**config.mk**
```make
export PLATFORM = sky130hd
export DESIGN_NAME = rll_seq_key_pipe
export DESIGN_NICKNAME = d
export VERILOG_FILES = /design/src/rtl/rll_seq_key_pipe.sv
export SDC_FILE = /design/constraint.sdc
export NUM_CORES = 1
export LEC_CHECK = 0
export ABC_AREA = 1
export CELL_PAD_IN_SITES_DETAIL_PLACEMENT = 1
export CELL_PAD_IN_SITES_GLOBAL_PLACEMENT = 2
export CORE_MARGIN = 10
export CORE_UTILIZATION = 34
export DETAILED_ROUTE_END_ITERATION = 8
export PLACE_DENSITY = 0.9
export SLEW_MARGIN = 10
export SYNTH_ARGS = -nofsm -noshare
export SYNTH_HDL_FRONTEND = slang
export SYNTH_SLANG_ARGS = --single-unit
```
**constraint.sdc**
```tcl
create_clock -name clk -period 4.45 [get_ports clk]
set_clock_uncertainty 0.2 [all_clocks]
set_input_delay 0.445 -clock clk [delete_from_list [all_inputs] [get_ports clk]]
set_output_delay 0.445 -clock clk [all_outputs]
set_load 0.01 [all_outputs]
```
**src/rtl/rll_seq_key_pipe.sv**
```systemverilog
// Key-gated input pipeline for a locked benchmark: serially loaded key with
// shadow/commit, per-bit XOR/XNOR polarity folded onto the data word.
module rll_seq_key_pipe #(
  parameter int                DATA_W  = 17,
  parameter int                KEY_W   = 32,
  parameter logic [KEY_W-1:0]  KEY_POL = '0,
  parameter int                STAGES  = 2
) (
  input  logic              clk,
  input  logic              rst,
  input  logic              key_load_start,
  input  logic              key_sin,
  input  logic              key_sin_valid,
  output logic              key_busy,
  output logic              key_loaded,
  input  logic [DATA_W-1:0] in_data,
  input  logic              in_valid,
  output logic [DATA_W-1:0] out_data,
  output logic              out_valid
);
  localparam int CNT_W = $clog2(KEY_W + 1);

  typedef enum logic {IDLE, LOAD} state_t;

  state_t             state, state_next;
  logic [CNT_W-1:0]   cnt;
  logic [KEY_W-1:0]   ksh, kc, ksh_shift, kc_next, g;
  logic               last_bit, commit, loaded_q;
  logic [DATA_W-1:0]  mask;
  logic [DATA_W-1:0]  pd [STAGES];
  logic [STAGES-1:0]  pv;

  generate
    if (KEY_W == 1) begin : g_shift_1
      assign ksh_shift = key_sin;
    end else begin : g_shift_n
      assign ksh_shift = {ksh[KEY_W-2:0], key_sin};
    end
  endgenerate

  // Valid/ready contract: none -- key_sin_valid and in_valid are one-cycle
  // qualifiers with no backpressure; out_valid qualifies out_data.
  assign last_bit = (cnt == CNT_W'(KEY_W - 1));
  assign commit   = (state == LOAD) && !key_load_start && key_sin_valid && last_bit;

  always_ff @(posedge clk) begin
    if (rst) state <= IDLE;
    else     state <= state_next;
  end

  always_comb begin
    state_next = state;
    case (state)
      IDLE:    if (key_load_start) state_next = LOAD;
      LOAD: begin
        if (key_load_start) state_next = LOAD;
        else if (commit)    state_next = IDLE;
      end
      default: state_next = IDLE;
    endcase
  end

  always_comb begin
    key_busy   = (state == LOAD);
    key_loaded = loaded_q;
  end

  always_ff @(posedge clk) begin
    if (rst) begin
      cnt      <= '0;
      ksh      <= '0;
      kc       <= '0;
      loaded_q <= 1'b0;
    end else begin
      loaded_q <= commit;
      if (key_load_start) begin
        cnt <= '0;
      end else if (state == LOAD && key_sin_valid) begin
        ksh <= ksh_shift;
        cnt <= cnt + 1'b1;
      end
      if (commit) kc <= ksh_shift;
    end
  end

  // Forward the committing key so the word sampled on the commit edge
  // already sees the new mask; no word is ever split across two keys.
  assign kc_next = commit ? ksh_shift : kc;
  assign g       = kc_next ^ KEY_POL;

  always_comb begin
    mask = '0;
    for (int i = 0; i < KEY_W; i++) begin
      mask[i % DATA_W] = mask[i % DATA_W] ^ g[i];
    end
  end

  always_ff @(posedge clk) begin
    if (rst) begin
      for (int s = 0; s < STAGES; s++) pd[s] <= '0;
      pv <= '0;
    end else begin
      pd[0] <= in_data ^ mask;
      pv[0] <= in_valid;
      for (int s = 1; s < STAGES; s++) begin
        pd[s] <= pd[s-1];
        pv[s] <= pv[s-1];
      end
    end
  end

  assign out_data  = pd[STAGES-1];
  assign out_valid = pv[STAGES-1];
endmodule

```
# Word-level counts from Yosys, hierarchy flattened
# Memories as Yosys holds them, arrays and structs flattened.
# Cells that the tools add are included.
[word_totals] regBits=73 ramBits=34 input_bits=23 out_inout_bits=20 wordCells=46 n_memories=1
[memory_table] name="pd" words=2 word_bits=17 read_ports=2 rd_clocked_by_memory_dff=0 write_ports=2 line="30" text="logic [DATA_W-1:0] pd [STAGES];"
[classes] add_sub_neg=1 eq_ne=1 n_mux=10 n_bitwise=20 n_reduce_logical=7
[op_table] operator="$mux W17" n=2
[op_table] operator="$mux W32" n=1
[op_table] operator="$xor A17 B17 Y17" n=1
[op_table] operator="$xor A1 B1 Y1" n=15
[op_table] operator="$add A6 B1 Y6 const B" n=1
[op_table] operator="$eq A6 B5 Y1 const B" n=1
[op_table] operator="$mux W1" n=6
[op_table] operator="$logic_and A1 B1 Y1" n=4
[op_table] operator="$not A1 Y1" n=2
[op_table] operator="$or A1 B1 Y1" n=2
[op_table] operator="$pmux W1 S2" n=1
[op_table] operator="$reduce_and A2 Y1" n=1
[op_table] operator="$reduce_or A2 Y1" n=1
[op_table] operator="$logic_not A1 Y1" n=1

# Logic depth before layout (Yosys ltp)
[logic_depth] depth_word=8 ltp_mapped=11

# Worst setup path before layout
# No wires, ideal clock.
[synth_timing] kind="input port to flip-flop" from="in key_sin_valid" to="mem pd[0][13]" arrival_time_ps=1379 required_ps=4135 slack_ps=2756 cell_stages=9 n_path_buf=2 cell_sequence="nand2_1 nor2_2 buf_4 buf_2 nand3_1 nand2_1 nand2_1 a21oi_1 nor2_1"
[synth_rtl] element="from (decl)" line="13" text="input logic key_sin_valid,"
[synth_rtl] element="to (decl)" line="30"

==> reports/metrics.csv <==
metric;value;unit
status;finished clean;
Top Layer Used;met4;
hold-fix buffers at CTS;0;
Worst slew margin;27.67;%
RR Endpoint;pd[0][15];
Crit. End Element;flop;
crit-path max FO;64;
worst slack, placed;1309;ps
Core ar.;0.01330;mm2
Crit path arrival time;3140;ps
CP startpoint;cnt[0];
DRC;0;
Mapped Area;0.004629;mm2
initial antenna violation count;0;
worst hold stages;2;
met2 routed WL;5384;um
Synth Warn #;0;
layout cells sized above 1;3.529;%
initial cell density of the core;34.82;%
met3 WL;292;um
hold slack;204.1;ps
critical path's most frequent cell;nand2_1;
TNS Setup;0;ps
Worst setup SP type;flop;
Syn-to-layout area delta;15.11;%
most frequent cells in the layout;178 x nand2_1, 128 x nor2_1, 107 x dfxtp_1;
H-tree Lvls;3;
Bufs on Longest Clock Path;2;
DRT antenna net count;0;
Setup-failing EPs final;0;
n_diodes;0;
Mapped Nets;695;
M1 wire length;4712;um
Critical Path RT;4530;ps
# Post-CTS Setup Buffers;0;
Seq/Total Area, Yosys;46.27;%
delay-heaviest family, CP;simple AND/OR/NAND/NOR gates;
Fmax achieved;0.3263;GHz
Worst-path clk slew;70;ps
worst path bufs/invs;2;
reg2reg start;cnt[0];
Layout Nets;700;
crit-path cells;ha_1, nand3_1, nor2_4, buf_4, nand2_2, inv_1, nand2_1, nand2_1, o21ai_1, a21oi_1;
Max stage delay on crit path;760;ps
Ports;43;
TritonCTS buffer count;9;
RD Place Congestion;0.7337;
DRT iter0 DRCs;212;
Leak Pwr;2.456;nW
Clock Latency Late Sink;350;ps
PostCTS Resize Cnt;0;
Vert. Die Dim;136.7;um
Worst Reg-to-Reg Cells;10;
flop2flop setup slack;1390;ps
clock sink total;107;
first-pass GRT wire length;18150;um
vias post-DR;3992;
vias in the first global route;3998;
Final min period;3064;ps
First-pass DRT Iterations;4;
syn avg cell area;6.899;um2
Hold Path End;pd[0][31];
post-DP HPWL;6980;um
total track usage;11.77;%
FF+latch count, synth;107;
worst setup path class;reg -> reg;
grt ovf;0;
Hold Vio Cnt, Final;0;
Distinct cells, synth;19;
final wirelength;10560;um
VDD IR max;0.0001355;V
RSZ-0062 raised after global routing;false;
overall die width;136.7;um
Gate Count Post-Synth;671;
min-delay worst type;reg -> reg;
most common cell after layout, fill and taps aside;nand2_1;
die area;0.01868;mm2
largest net degree at the start of global routing;65;
CTS tree;built;
Power Density;369.1;mW/mm2
worst hold start;pd[0][14];
WL/cell;12.34;um
register area;0.002142;mm2
Tcrit/Tclk final;68.86;%
Via density;4.664;
final worst setup slack;1386;ps
Root Driver;clkbuf_16;
# rows;42;
port buffer count;42;
Pins Over Slew Limit;0;
Max Cap Viol;0;
slowest cell on the critical path;nand2_2;
Filler Cell Count;1666;
Worst-Margin Slew;1081;ps
Multi-input gate area;0.001979;mm2
[worst max path at each step]
stage / end / depth (start not counted) / slack, ps
after floorplan: pd[0][13] / 9 / 2760
after global placement: pd[0][16] / 10 / 1560
after detailed placement: pd[0][15] / 10 / 1310
after CTS: pd[0][15] / 10 / 1300
after global routing: pd[0][7] / 11 / 1020
final: pd[0][15] / 10 / 1390
[logic make-up (layout without fill, tap and decap cells)]
logic type               after synthesis  after routing  synth area share [%]
AND/OR/NAND/NOR                      388            388                 35.46
buffers and inverters                111            120                 11.08
flip-flops                           107            107                 46.27
AO/OA/AOI/OAI                         64             64                 6.919
adder cells (fa/ha/maj)                1              1                0.2702
[registers in the layout (all words and copies together), names as in the netlist]
| register | cells |
|---|---|
| pd | 34 |
| key_loaded | 1 |
| pv | 2 |
| ksh | 31 |
| kc | 32 |
| key_busy | 1 |
| cnt | 6 |
[synth_stat cells]
master | count | area (um2)
nand2_1 | 178 | 668.1
nor2_1 | 128 | 480.5
dfxtp_1 | 107 | 2142
inv_1 | 58 | 217.7
nand3_1 | 47 | 235.2
o21ai_0 | 37 | 185.2
nand3b_1 | 29 | 217.7
a21oi_1 | 25 | 125.1
buf_2 | 23 | 115.1
buf_4 | 18 | 135.1
clkbuf_1 | 11 | 41.29
nor3_1 | 2 | 10.01
o21ai_1 | 2 | 10.01
buf_1 | 1 | 3.750
ha_1 | 1 | 12.51
nand2_2 | 1 | 6.260
nand4_1 | 1 | 6.260
nor2_2 | 1 | 6.260
nor2_4 | 1 | 11.26
[stage by stage]
step	instance area (um2)	utilization (%)	cells	total power, mW
global placement	5012	37.70	841	1.129
detailed placement	5012	37.70	841	1.134
global route	5329	40.08	856	2.042
CTS	5329	40.08	856	1.995
floorplan	4629	-	671	1.086
finish	5329	40.08	856	1.967
[power breakdown]
| part | leakage (nW) | switching, mW | internal [mW] |
|---|---|---|---|
| clock network | 0.154 | 0.354 | 0.504 |
| logic | 1.43 | 0.0582 | 0.0495 |
| registers | 0.873 | 0.0158 | 0.986 |
[layout make-up]
type                            instances  share of cell area (%)
Inverter                               58                   4.085
Sequential cell                       107                   40.20
Clock inverter                          5                   1.456
Clock buffer                           10                   4.485
Timing Repair Buffer                   47                   8.500
Tap cell                              176                   4.132
Multi-Input combinational cell        453                   37.14
[per-layer routing]
metal | global-route usage [%] | vias to the layer above
met3 | 2.236 | 13
met4 | 5.325 | 0
met5 | 0 | -
met1 | 13.09 | 1881
met2 | 21.20 | 28
li1 | - | 2070
[worst reg2reg max path, stage by stage (launching register included)]
cell,delay [ps]
dfxtp_1,370
ha_1,200
nand3_1,140
nor2_4,100
buf_4,480
nand2_2,770
inv_1,320
nand2_1,120
nand2_1,90
o21ai_1,70
a21oi_1,150
Note: power is estimated with default switching activity, not from simulation.
